**config.mk**
```make
export PLATFORM = sky130hd
export DESIGN_NAME = vga_frame_fetch
export DESIGN_NICKNAME = d
export VERILOG_FILES = /design/src/rtl/vga_pkg.sv /design/src/rtl/vga_pixel_fifo.sv /design/src/rtl/vga_frame_fetch.sv
export SDC_FILE = /design/constraint.sdc
export NUM_CORES = 1
export LEC_CHECK = 0
export CAP_MARGIN = 20
export CORE_MARGIN = 4
export CORE_UTILIZATION = 40
export DETAILED_ROUTE_END_ITERATION = 12
export HOLD_SLACK_MARGIN = 0.05
export PLACE_DENSITY = 0.6
export SLEW_MARGIN = 10
export SYNTH_ARGS = -nofsm -noshare
export SYNTH_HDL_FRONTEND = slang
export SYNTH_SLANG_ARGS = --single-unit
```
**constraint.sdc**
```tcl
create_clock -name vga_clk -period 9.4 [get_ports vga_clk]
set_input_delay 2.82 -clock vga_clk [delete_from_list [all_inputs] [get_ports vga_clk]]
set_output_delay 2.82 -clock vga_clk [all_outputs]
set_load 0.01 [all_outputs]
```
**src/rtl/vga_pkg.sv**
```systemverilog
// Shared types and constants for the 800x480 VGA pixel path.
package vga_pkg;

  // One framebuffer word: 24-bit colour, red in the top byte.
  typedef struct packed {
    logic [7:0] r;
    logic [7:0] g;
    logic [7:0] b;
  } pixel_t;

  // 800x480 timing, shared with vga_sync_generator.
  localparam int H_VISIBLE = 800;
  localparam int H_FRONT   = 40;
  localparam int H_SYNC    = 48;
  localparam int H_BACK    = 88;
  localparam int V_VISIBLE = 480;
  localparam int V_FRONT   = 13;
  localparam int V_SYNC    = 3;
  localparam int V_BACK    = 32;
  localparam int PIXELS_PER_FRAME = H_VISIBLE * V_VISIBLE;

  // Fetch sequencer states.
  typedef enum logic [1:0] {
    WAIT_VS = 2'd0,
    FETCH   = 2'd1,
    DONE    = 2'd2,
    DRAIN   = 2'd3
  } fetch_state_e;

endpackage

```
**src/rtl/vga_pixel_fifo.sv**
```systemverilog
// Show-ahead pixel FIFO: dout is the head entry whenever empty is low.
// flush wins over push and pop issued in the same cycle.
module vga_pixel_fifo
  import vga_pkg::*;
#(
  parameter int DEPTH = 16,
  parameter int CW    = $clog2(DEPTH) + 1
) (
  input  logic          vga_clk,
  input  logic          reset,
  input  logic          push,
  input  logic          pop,
  input  logic          flush,
  input  pixel_t        din,
  output pixel_t        dout,
  output logic [CW-1:0] count,
  output logic          empty,
  output logic          full
);

  localparam int AW = $clog2(DEPTH);
  localparam logic [CW-1:0] DEPTH_C = CW'(DEPTH);

  pixel_t          mem [DEPTH];
  logic [AW-1:0]   wr_ptr;
  logic [AW-1:0]   rd_ptr;
  logic            do_push;
  logic            do_pop;

  assign empty   = (count == '0);
  assign full    = (count == DEPTH_C);
  assign do_push = push && !full;
  assign do_pop  = pop && !empty;
  assign dout    = mem[rd_ptr];

  // Storage array; written only, no reset needed.
  always_ff @(posedge vga_clk) begin
    if (do_push) mem[wr_ptr] <= din;
  end

  // Pointer and occupancy bookkeeping.
  always_ff @(posedge vga_clk or posedge reset) begin
    if (reset) begin
      wr_ptr <= '0;
      rd_ptr <= '0;
      count  <= '0;
    end else if (flush) begin
      wr_ptr <= '0;
      rd_ptr <= '0;
      count  <= '0;
    end else begin
      if (do_push) wr_ptr <= wr_ptr + 1'b1;
      if (do_pop)  rd_ptr <= rd_ptr + 1'b1;
      case ({do_push, do_pop})
        2'b10:   count <= count + 1'b1;
        2'b01:   count <= count - 1'b1;
        default: count <= count;
      endcase
    end
  end

endmodule

```
**src/rtl/vga_frame_fetch.sv**
```systemverilog
// Streams one frame of pixels from a word-addressed framebuffer through a
// pipelined read master into a small FIFO, and pops one pixel per visible
// cycle into registered DAC outputs aligned with the delayed syncs.
//
// Read handshake: a request is accepted on a cycle where mem_read is high and
// mem_waitrequest is low; while stalled, mem_read and mem_address hold. Every
// accepted read returns exactly one mem_readdatavalid strobe, in order.
module vga_frame_fetch
  import vga_pkg::*;
#(
  parameter int ADDR_W       = 32,
  parameter int FRAME_BASE   = 0,
  parameter int FRAME_PIXELS = 384000,
  parameter int FIFO_DEPTH   = 16
) (
  input  logic              vga_clk,
  input  logic              reset,
  input  logic              blank_n_in,
  input  logic              hs_in,
  input  logic              vs_in,
  output logic [ADDR_W-1:0] mem_address,
  output logic              mem_read,
  input  logic              mem_waitrequest,
  input  logic [23:0]       mem_readdata,
  input  logic              mem_readdatavalid,
  output logic [7:0]        vga_r,
  output logic [7:0]        vga_g,
  output logic [7:0]        vga_b,
  output logic              vga_hs,
  output logic              vga_vs,
  output logic              vga_blank_n,
  output logic              underflow
);

  localparam int CW = $clog2(FIFO_DEPTH) + 1;
  localparam logic [ADDR_W-1:0] BASE       = ADDR_W'(FRAME_BASE);
  localparam logic [ADDR_W-1:0] LAST_INDEX = ADDR_W'(FRAME_PIXELS - 1);
  localparam logic [CW:0]       CREDITS    = (CW + 1)'(FIFO_DEPTH);

  fetch_state_e      state;
  fetch_state_e      state_next;
  logic              restart;
  logic              vs_d;
  logic              vs_rise;
  logic [ADDR_W-1:0] index;
  logic [CW-1:0]     outstanding;
  logic [CW-1:0]     outstanding_next;
  logic [CW:0]       credit_sum;
  logic              accept;
  logic              push;
  logic              pop;
  pixel_t            fifo_dout;
  logic [CW-1:0]     fifo_count;
  logic              fifo_empty;
  logic              fifo_full;

  assign vs_rise = vs_in && !vs_d;
  assign accept  = mem_read && !mem_waitrequest;
  assign pop     = blank_n_in && !fifo_empty;
  assign outstanding_next = outstanding + CW'(accept) - CW'(mem_readdatavalid);

  // State register.
  always_ff @(posedge vga_clk or posedge reset) begin
    if (reset) state <= WAIT_VS;
    else       state <= state_next;
  end

  // Next-state: a new frame either restarts at once or waits for in-flight
  // reads to drain so stale data never lands in the new frame.
  always_comb begin
    state_next = state;
    restart    = 1'b0;
    case (state)
      WAIT_VS: begin
        if (vs_rise) begin
          state_next = FETCH;
          restart    = 1'b1;
        end
      end
      FETCH, DONE: begin
        if (vs_rise) begin
          if (outstanding != '0 || outstanding_next != '0) begin
            state_next = DRAIN;
          end else begin
            state_next = FETCH;
            restart    = 1'b1;
          end
        end else if (state == FETCH && accept && index == LAST_INDEX) begin
          state_next = DONE;
        end
      end
      DRAIN: begin
        if (outstanding == '0) begin
          state_next = FETCH;
          restart    = 1'b1;
        end
      end
      default: state_next = WAIT_VS;
    endcase
  end

  // Outputs of the fetch side: credit-limited requests and FIFO push.
  always_comb begin
    credit_sum  = {1'b0, fifo_count} + {1'b0, outstanding};
    mem_read    = (state == FETCH) && (credit_sum < CREDITS);
    mem_address = (state == FETCH) ? (BASE + index) : '0;
    push        = mem_readdatavalid && (state == FETCH || state == DONE) && !fifo_full;
  end

  // Request index, in-flight count and vsync edge detector.
  always_ff @(posedge vga_clk or posedge reset) begin
    if (reset) begin
      index       <= '0;
      outstanding <= '0;
      vs_d        <= 1'b0;
    end else begin
      vs_d        <= vs_in;
      outstanding <= outstanding_next;
      if (restart)     index <= '0;
      else if (accept) index <= index + 1'b1;
    end
  end

  vga_pixel_fifo #(
    .DEPTH (FIFO_DEPTH),
    .CW    (CW)
  ) u_fifo (
    .vga_clk (vga_clk),
    .reset   (reset),
    .push    (push),
    .pop     (pop),
    .flush   (restart),
    .din     (pixel_t'(mem_readdata)),
    .dout    (fifo_dout),
    .count   (fifo_count),
    .empty   (fifo_empty),
    .full    (fifo_full)
  );

  // Display registers: syncs and colour share the same one-cycle delay.
  always_ff @(posedge vga_clk or posedge reset) begin
    if (reset) begin
      vga_hs      <= 1'b0;
      vga_vs      <= 1'b0;
      vga_blank_n <= 1'b0;
      vga_r       <= '0;
      vga_g       <= '0;
      vga_b       <= '0;
      underflow   <= 1'b0;
    end else begin
      vga_hs      <= hs_in;
      vga_vs      <= vs_in;
      vga_blank_n <= blank_n_in;
      if (pop) begin
        vga_r <= fifo_dout.r;
        vga_g <= fifo_dout.g;
        vga_b <= fifo_dout.b;
      end else begin
        vga_r <= '0;
        vga_g <= '0;
        vga_b <= '0;
      end
      // Starvation before the first frame or across a restart is expected.
      if (blank_n_in && fifo_empty && state != WAIT_VS && state != DRAIN)
        underflow <= 1'b1;
    end
  end

endmodule

```
==> impl_metrics.yaml, run 1 <==
route:
  antenna_left: 0
  vias: 9620
  detail_route.wl_per_cell_um: 23.0
  drtPass1Iterations: 5
  drc: 0
  vias_per_cell: 5.48
  wl_um: 40500
  drt_iter0_markers: 971
clock_tree:
  cts.root.buffer_cell: "clkbuf_16"
  numCtsBuffers: 49
  cts_resized: 0
  insertion_delay_ns: 0.58
  cts_max_path_buffers: 3
  cts_tree: "done"
  cts.sinks: 464
  cts_hold_buf: 0
  post-cts-setup-buffers: 0
  htreeDepth: 2
  cts.clk_slew.worst_paths_ns: 0.06
power_and_ir_drop:
  combPwrFrac: 0.268
  p_sw_mw: 1.77
  leakagePower_nw: 7.43
  p_per_area_mw_per_mm2: 282
  clockPowerShare: 0.312
  swShare: 0.283
  irDropWorstVdd_mv: 0.156
  sequentialPowerShare: 0.420
  intPower_mw: 4.49
die:
  io_pins: 92
  die_w_um: 225
  core_mm2: 0.0465
  rows: 79
  dieHeight_um: 225
  dieArea_mm2: 0.0505
  initial_core_util: 0.404
logic_synthesis:
  synth-simple-area-share: 0.0692
  synthMuxAreaShare: 0.147
  ys_ff_latch: 464
  ys_warn_count: 0
  syn_area_mm2: 0.0188
  syn-num-nets: 1042
  synth_edf_count: 384
  synth_xor_xnor_area_share: 0.0145
  synth_ff_type: "edfxtp_1"
  synth-seq-area-share: 0.721
  ys_async_sr_fraction: 0.172
  synth-compound-area-share: 0.0185
  synth_top_family_by_area: "multiplexers"
  synth_adder_area_share: 0.0168
  avgSynthCellArea_um2: 19.0
  netlist-cell-type-count: 46
  syn_inst: 987
setup_path:
  worstSetupPathType: "in -> reg"
  endpoint_kind: "register"
  arrival_ns: 6.29
  crit_fanout: 45
  required_ns: 9.84
  critPathLaunchType: "primary input"
sta:
  skew_ns: 0.0190
  fmax_mhz: 171
  relSlewSlack: 0.307
  timing.setup.tns_ns: 0
  min_period_ns: 5.85
  period_share: 0.622
  hold_slack_ns: 0.508
  setup_viol: 0
  worstMarginPinSlew_ns: 1.04
  rsz0062_at_grt: "no"
  hold_viol: 0
  slew_violations: 0
min_path:
  hp-class: "reg -> reg"
global_routing:
  grt_max_degree: 65
  first_global_vias: 9999
  grt_pass1_wl_um: 62500
  grt_util_all_layers: 0.163
  overflow: 0
  grt_antenna_before_repair: 2
status:
  run_status: "finished clean"
placement:
  numPortBuffers: 91
  gp_congestion: 0.806
  dp_hpwl_um: 22900
final_layout:
  area_delta_synth_final_pct: 18.2
  drive_gt1_frac: 0.210
  fin_nets: 1163
run:
  cap_violations: 0
## power groups by stage
stage                     clock network [mW]  registers, mW  logic [mW]
final                                   1.95           2.63        1.68
after global routing                    2.10           2.66        1.84
after CTS                               2.00           2.63        1.72
after detailed placement                   0           2.67        1.71
after global placement                     0           2.67        1.69
after floorplan                            0           2.59        1.24
## metal layers
layer,global-route usage,wire (um),up-vias
met5,0,13,-
met4,0.0482,874,2
met3,0.0300,2260,63
met2,0.255,19200,268
met1,0.236,18100,5073
li1,-,-,4214
## critical path, cell delays in order
cell	delay, ns
clkdlybuf4s50_1	0.49
nor2_1	0.24
nand2_1	0.18
ha_1	0.37
inv_1	0.07
ha_1	0.16
inv_1	0.06
fa_1	0.48
inv_1	0.05
nor4_1	0.28
nand2_1	0.16
nor4_4	0.31
buf_4	0.47
nor3_1	0.11
## state kept, by name, indices dropped and copies added (netlist names), 2 cells and up
name / count
index: 32
outstanding: 5
state: 2
u_fifo.count: 5
u_fifo.mem: 384
u_fifo.rd_ptr: 4
u_fifo.wr_ptr: 4
vga_b: 8
vga_g: 8
vga_r: 8
## worst paths after layout
check / startpoint / endpoint / slack [ns] / cells past startpoint
max: mem_waitrequest / index[5] / 3.55 / 14
min: underflow / underflow / 0.51 / 1
max reg2reg: state[1] / index[5] / 4.58 / 16
min reg2reg: underflow / underflow / 0.51 / 1
max in group asynchronous: reset / u_fifo.rd_ptr[2] / 5.55 / 3
min in group asynchronous: reset / index[7] / 2.56 / 2
## stage by stage
step / instances / area (um2) / setup WS, ns / power, mW / util
global route: 1756 / 22200 / 3.23 / 6.59 / 0.478
detailed placement: 1663 / 20500 / 2.94 / 4.38 / 0.442
global placement: 1663 / 20500 / 3.00 / 4.36 / 0.442
floorplan: 987 / 18800 / 3.73 / 3.83 / -
CTS: 1755 / 22200 / 3.51 / 6.35 / 0.477
finish: 1757 / 22200 / 3.55 / 6.25 / 0.478
## layout by cell type (no fill, tap or decap), types with 10 or more instances in the layout
master           netlist  routed
nand2_1               25      25
buf_4                  0      23
a211oi_1              11      11
xnor2_1               16      16
and2_1                65      65
nand3_1               11      11
xor2_1                15      15
clkinv_2               0      13
or3_1                 13      13
clkdlybuf4s50_1        0      91
nor3_1                43      39
clkbuf_1              31      10
ha_1                  22      22
dfrtp_1               80      77
o21ai_0               15      14
clkbuf_16              0      51
nand4_1               14      14
inv_1                 20      19
nor2_1                18      14
edfxtp_1             384     384
mux4_2               120     120
## cell families (layout without fill, tap and decap cells)
family	count (synthesis)	count (layout)
flops	464	464
simple gates	227	227
mux	125	125
buf+inv	65	227
compound gates	51	51
xor+xnor	31	31
fa+ha+maj	24	24
other cells	0	1
## area by class of cell
class / count / area, um2
Antenna cell: 1 / 2.50
Clock buffer: 61 / 1310
Clock inverter: 31 / 318
Fill cell: 3908 / 24300
Inverter: 20 / 77.6
Multi-Input combinational cell: 458 / 5070
Sequential cell: 464 / 13500
Tap cell: 607 / 759
Timing Repair Buffer: 115 / 1110
## cells in the mapped netlist (3+ instances only)
| library cell | count | area, um2 |
|---|---|---|
| a211oi_1 | 11 | 82.6 |
| a211oi_2 | 3 | 37.5 |
| a21o_1 | 5 | 37.5 |
| a21oi_1 | 6 | 30.0 |
| and2_1 | 65 | 407 |
| and3_1 | 5 | 31.3 |
| buf_1 | 6 | 22.5 |
| buf_2 | 8 | 40.0 |
| clkbuf_1 | 31 | 116 |
| dfrtp_1 | 80 | 2000 |
| edfxtp_1 | 384 | 11500 |
| ha_1 | 22 | 275 |
| inv_1 | 20 | 75.1 |
| mux2i_1 | 5 | 50.1 |
| mux4_2 | 120 | 2700 |
| nand2_1 | 25 | 93.8 |
| nand2b_1 | 5 | 31.3 |
| nand3_1 | 11 | 55.1 |
| nand4_1 | 14 | 87.6 |
| nor2_1 | 18 | 67.6 |
| nor2b_1 | 3 | 18.8 |
| nor3_1 | 43 | 215 |
| nor4_1 | 9 | 56.3 |
| nor4b_1 | 3 | 26.3 |
| o21ai_0 | 15 | 75.1 |
| o31ai_1 | 3 | 22.5 |
| or3_1 | 13 | 81.3 |
| or4_1 | 3 | 22.5 |
| xnor2_1 | 16 | 140 |
| xor2_1 | 15 | 131 |
Power figures use the tool's default switching activity.
==> run 2: changes to the inputs <==
--- a/config.mk
+++ b/config.mk
@@ -10,7 +10,7 @@
 export CORE_UTILIZATION = 40
 export DETAILED_ROUTE_END_ITERATION = 12
 export HOLD_SLACK_MARGIN = 0.05
-export PLACE_DENSITY = 0.6
+export PLACE_DENSITY = 0.62
 export SLEW_MARGIN = 10
 export SYNTH_ARGS = -nofsm -noshare
 export SYNTH_HDL_FRONTEND = slang
==> constraint.sdc (replaced) <==
create_clock -name vga_clk -period 5.29 [get_ports vga_clk]
set_input_delay 1.587 -clock vga_clk [delete_from_list [all_inputs] [get_ports vga_clk]]
set_output_delay 1.587 -clock vga_clk [all_outputs]
set_load 0.01 [all_outputs]
==> impl_metrics.yaml, run 2 (synthesis gave the netlist of run 1 again) <==
sta:
  worstMarginPinSlew_ns: 0.944
  fmax_mhz: 223
  setup_viol: 0
  skew_ns: 0.0383
  timing.setup.tns_ns: 0
  hold_slack_ns: 0.489
  period_share: 0.846
  min_period_ns: 4.48
  slew_violations: 0
  hold_viol: 0
  rsz0062_at_grt: "no"
  relSlewSlack: 0.365
clock_tree:
  cts_max_path_buffers: 3
  cts.clk_slew.worst_paths_ns: 0.06
  cts_tree: "done"
  cts_hold_buf: 0
  post-cts-setup-buffers: 0
  cts.sinks: 464
  numCtsBuffers: 48
  cts.root.buffer_cell: "clkbuf_16"
  htreeDepth: 2
  insertion_delay_ns: 0.59
  cts_resized: 0
min_path:
  min_from: "underflow"
  holdPathEnd: "underflow"
  hp-class: "reg -> reg"
  min_path_cells: 1
global_routing:
  first_global_vias: 9958
  grt_pass1_wl_um: 62400
  grt_antenna_before_repair: 3
  overflow: 0
  grt_util_all_layers: 0.164
  grt_max_degree: 100
setup_path:
  r2r_start: "state[1]"
  slowest_delay_ns: 0.50
  endpoint_kind: "register"
  crit_fanout: 45
  arrival_ns: 4.89
  r2r-end: "index[9]"
  critPathLaunchType: "primary input"
  worstSetupPathType: "in -> reg"
  critical-path-slowest-cell: "clkdlybuf4s50_1"
  required_ns: 5.70
  rrSetupSlack_ns: 0.93
  cp_common_cell: "inv_1"
  crit_chain: "clkdlybuf4s50_1 -> nor2_1 -> nand2_1 -> ha_1 -> inv_1 -> ha_1 -> inv_1 -> fa_1 -> inv_1 -> nor4_1 -> nand2_1 -> nor4_4 -> buf_12 -> nor3_1"
  reg2reg_depth: 17
final_layout:
  multi_input_area_mm2: 0.00507
  fillers: 3925
  top_register: "u_fifo.mem"
  area_delta_synth_final_pct: 18.4
  largest_reg_flops: 384
  design_area_mm2: 0.0222
  antenna_cells: 0
  layout_commonest_cell: "edfxtp_1"
  largestRegisters: "u_fifo.mem (384), index (32)"
  regArea_mm2: 0.0135
  drive_gt1_frac: 0.213
  final_cell_mix: "edfxtp_1 (384), mux4_2 (120), clkdlybuf4s50_1 (91), dfrtp_1 (77), and2_1 (65)"
  fin_nets: 1169
route:
  wl_um: 41000
  drc: 0
  vias_per_cell: 5.41
  vias: 9530
  detail_route.wl_per_cell_um: 23.3
  antenna_left: 0
  drt_iter0_markers: 911
  drtPass1Iterations: 5
die:
  io_pins: 92
  initial_core_util: 0.404
  core_mm2: 0.0465
  dieArea_mm2: 0.0505
  dieHeight_um: 225
  rows: 79
  die_w_um: 225
power_and_ir_drop:
  p_sw_mw: 3.14
  sequentialPowerShare: 0.422
  combPwrFrac: 0.276
  clockPowerShare: 0.302
  p_per_area_mw_per_mm2: 495
  swShare: 0.285
  intPower_mw: 7.88
  irDropWorstVdd_mv: 0.386
  leakagePower_nw: 7.44
run:
  cap_violations: 0
placement:
  gp_congestion: 0.828
  placed_area_mm2: 0.0207
  numPortBuffers: 91
  dp_hpwl_um: 22400
status:
  run_status: "finished clean"
[run 2: cell count changes in the layout (fill, tap and decap cells not counted), moves of 3 or more]
cell / delta
clkbuf_16: -3
clkinv_4: +3
buf_12: +5
buf_4: +3
clkbuf_8: +4
clkbuf_1: +3
clkinv_1: -4
inv_6: -4
[run 2: power groups by stage]
| stage | Sequential [mW] | Combinational (mW) | Clock, mW |
|---|---|---|---|
| 5_1_grt | 4.68 | 3.34 | 3.57 |
| 3_3_place_gp | 4.71 | 3.08 | 0 |
| 6_report | 4.64 | 3.04 | 3.33 |
| 2_1_floorplan | 4.60 | 2.20 | 0 |
| 3_5_place_dp | 4.72 | 3.10 | 0 |
| 4_1_cts | 4.65 | 3.12 | 3.42 |
[run 2: worst max path at each step]
stage / start / end / cells past startpoint
final: mem_waitrequest / index[9] / 14
after global routing: mem_waitrequest / index[8] / 14
after CTS: mem_waitrequest / u_fifo.rd_ptr[2] / 14
after detailed placement: mem_waitrequest / u_fifo.count[4] / 14
after global placement: mem_waitrequest / u_fifo.count[4] / 14
after floorplan: mem_waitrequest / index[17] / 13
[run 2: metal layers]
layer	vias up	global-route usage	part of all wire
met5	-	0	0.00085
met3	58	0.0369	0.063
met4	6	0.0377	0.017
met1	4981	0.232	0.44
met2	265	0.262	0.48
li1	4220	-	-
[run 2: critical path: cells and delay by family]
kind                     cells  cell delay [ns]
AND/OR/NAND/NOR              6             1.37
adder cells (fa/ha/maj)      3             0.97
buffers and inverters        5             0.94
[run 2: area by class of cell]
cell class | instances | area share
clock inverters | 24 | 0.0122
flip-flops and latches | 464 | 0.609
well taps | 607 | 0.0342
multi-input cells | 458 | 0.228
clock buffers | 65 | 0.0587
inverters | 20 | 0.00349
repair buffers | 122 | 0.0543
[run 2: per-stage QoR]
| step | power (mW) | utilization | setup slack [ns] | instances |
|---|---|---|---|---|
| after floorplan | 6.80 | - | 0.850 | 987 |
| after global placement | 7.79 | 0.445 | 0.381 | 1671 |
| after detailed placement | 7.82 | 0.445 | 0.291 | 1671 |
| after CTS | 11.2 | 0.478 | 0.879 | 1760 |
| after global routing | 11.6 | 0.478 | 0.687 | 1760 |
| final | 11.0 | 0.478 | 0.813 | 1760 |
==> run 3: changes to the inputs <==
--- a/config.mk
+++ b/config.mk
@@ -10,7 +10,7 @@
 export CORE_UTILIZATION = 40
 export DETAILED_ROUTE_END_ITERATION = 12
 export HOLD_SLACK_MARGIN = 0.05
-export PLACE_DENSITY = 0.62
+export PLACE_DENSITY = 0.6
 export SLEW_MARGIN = 10
 export SYNTH_ARGS = -nofsm -noshare
 export SYNTH_HDL_FRONTEND = slang
==> constraint.sdc (replaced) <==
create_clock -name vga_clk -period 4.58 [get_ports vga_clk]
set_input_delay 1.374 -clock vga_clk [delete_from_list [all_inputs] [get_ports vga_clk]]
set_output_delay 1.374 -clock vga_clk [all_outputs]
set_load 0.01 [all_outputs]
==> impl_metrics.yaml, run 3 (synthesis gave the netlist of run 1 again) <==
placement:
  gp_congestion: 0.814
  numPortBuffers: 91
  dp_hpwl_um: 22900
sta:
  skew_ns: 0.0181
  setup_viol: 0
  worstMarginPinSlew_ns: 0.995
  rsz0062_at_grt: "no"
  period_share: 0.879
  hold_viol: 0
  hold_slack_ns: 0.535
  slew_violations: 0
  relSlewSlack: 0.331
  timing.setup.tns_ns: 0
  min_period_ns: 4.03
  fmax_mhz: 248
die:
  core_mm2: 0.0465
  rows: 79
  dieArea_mm2: 0.0505
  io_pins: 92
  dieHeight_um: 225
  die_w_um: 225
  initial_core_util: 0.404
setup_path:
  arrival_ns: 4.47
  rrSetupSlack_ns: 0.55
  required_ns: 5.02
  crit_fanout: 45
  crit_chain: "ha_1 -> or4b_4 -> nor2_1 -> nand2_1 -> ha_1 -> inv_1 -> ha_1 -> inv_1 -> fa_1 -> inv_1 -> nor4_1 -> nand2_1 -> nor4_4 -> buf_12 -> nor4b_1"
  slowest_delay_ns: 0.58
  worstSetupPathType: "reg -> reg"
  endpoint_kind: "register"
  critical-path-slowest-cell: "or4b_4"
  critPathLaunchType: "register"
run:
  cap_violations: 0
global_routing:
  grt_pass1_wl_um: 63100
  grt_antenna_before_repair: 2
  first_global_vias: 9886
  use_met2: 0.273
  overflow: 0
  grt_max_degree: 99
  grt.busiest_layer: "met2"
  grt_util_all_layers: 0.167
  grt_use_met3: 0.0274
  met1_usage: 0.234
clock_tree:
  htreeDepth: 2
  cts_resized: 0
  cts.root.buffer_cell: "clkbuf_16"
  numCtsBuffers: 49
  cts_hold_buf: 0
  cts_tree: "done"
  cts_max_path_buffers: 3
  cts.sinks: 464
  cts.clk_slew.worst_paths_ns: 0.06
  post-cts-setup-buffers: 0
  insertion_delay_ns: 0.59
power_and_ir_drop:
  p_per_area_mw_per_mm2: 572
  leakagePower_nw: 7.51
  irDropWorstVdd_mv: 0.375
route:
  wl_um: 41800
  drtPass1Iterations: 5
  drc: 0
  vias_per_cell: 5.36
  drt_iter0_markers: 818
  vias: 9522
  antenna_left: 0
  detail_route.wl_per_cell_um: 23.6
final_layout:
  final_cell_mix: "edfxtp_1 (384), mux4_2 (120), clkdlybuf4s50_1 (91), dfrtp_1 (77), and2_1 (65)"
  largestRegisters: "u_fifo.mem (384), index (32)"
  regArea_mm2: 0.0135
  area_delta_synth_final_pct: 18.9
  largest_reg_flops: 384
  top_register: "u_fifo.mem"
  fillers: 3914
  drive_gt1_frac: 0.219
  layout_commonest_cell: "edfxtp_1"
  multi_input_area_mm2: 0.00507
  fin_nets: 1181
min_path:
  hp-class: "reg -> reg"
status:
  run_status: "finished clean"
run 3: cell types whose count changed in the layout (fill, tap and decap cells not counted), sizes merged:
cell and change:
buf +11, clkinv +5, clkbuf -2, inv +2, bufinv -1, clkinvlp -1
diode +1
run 3: through the flow:
step	util	power (mW)	setup WS, ns	instance area, um2	cells
floorplan	-	7.85	0.353	18800	987
global placement	0.446	9.03	0.0765	20700	1681
detailed placement	0.446	9.07	0.0560	20700	1681
CTS	0.480	13.0	0.543	22300	1773
global route	0.480	13.4	0.326	22300	1774
finish	0.481	12.8	0.553	22300	1775
run 3: worst paths after layout:
| kind | endpoint | depth (start not counted) | from |
|---|---|---|---|
| setup reg to reg | u_fifo.count[4] | 15 | outstanding[4] |
| hold reg to reg | underflow | 1 | underflow |
| hold / removal | underflow | 1 | underflow |
| min in group asynchronous | vga_hs | 2 | reset |
| max in group asynchronous | u_fifo.rd_ptr[2] | 3 | reset |
| setup / recovery | u_fifo.count[4] | 15 | outstanding[4] |
run 3: where the power goes:
part           total (mW)  leakage (nW)  internal [mW]  switching, mW
sequential           5.34          4.49           5.05          0.298
combinational        3.57          2.24           1.84           1.73
clock                3.85         0.778           2.23           1.62
run 3: final cells by class:
cell class,count,share of cell area
Clock buffer,63,0.0596
Antenna cell,1,0.000112
Inverter,20,0.00348
Multi-Input combinational cell,458,0.227
Clock inverter,29,0.0111
Sequential cell,464,0.607
Tap cell,607,0.0340
Timing Repair Buffer,133,0.0581
run 3: layer usage:
layer / share of wire / up-vias
li1: - / 4236
met1: 0.44 / 4940
met2: 0.49 / 283
met3: 0.053 / 61
met4: 0.020 / 2
met5: 0.00029 / -
run 3: critical path: cells and delay by family (launching register included):
family,cells,cell delay (ns)
simple gates,7,1.78
flops,1,0.41
fa+ha+maj,4,1.24
buf+inv,4,0.42
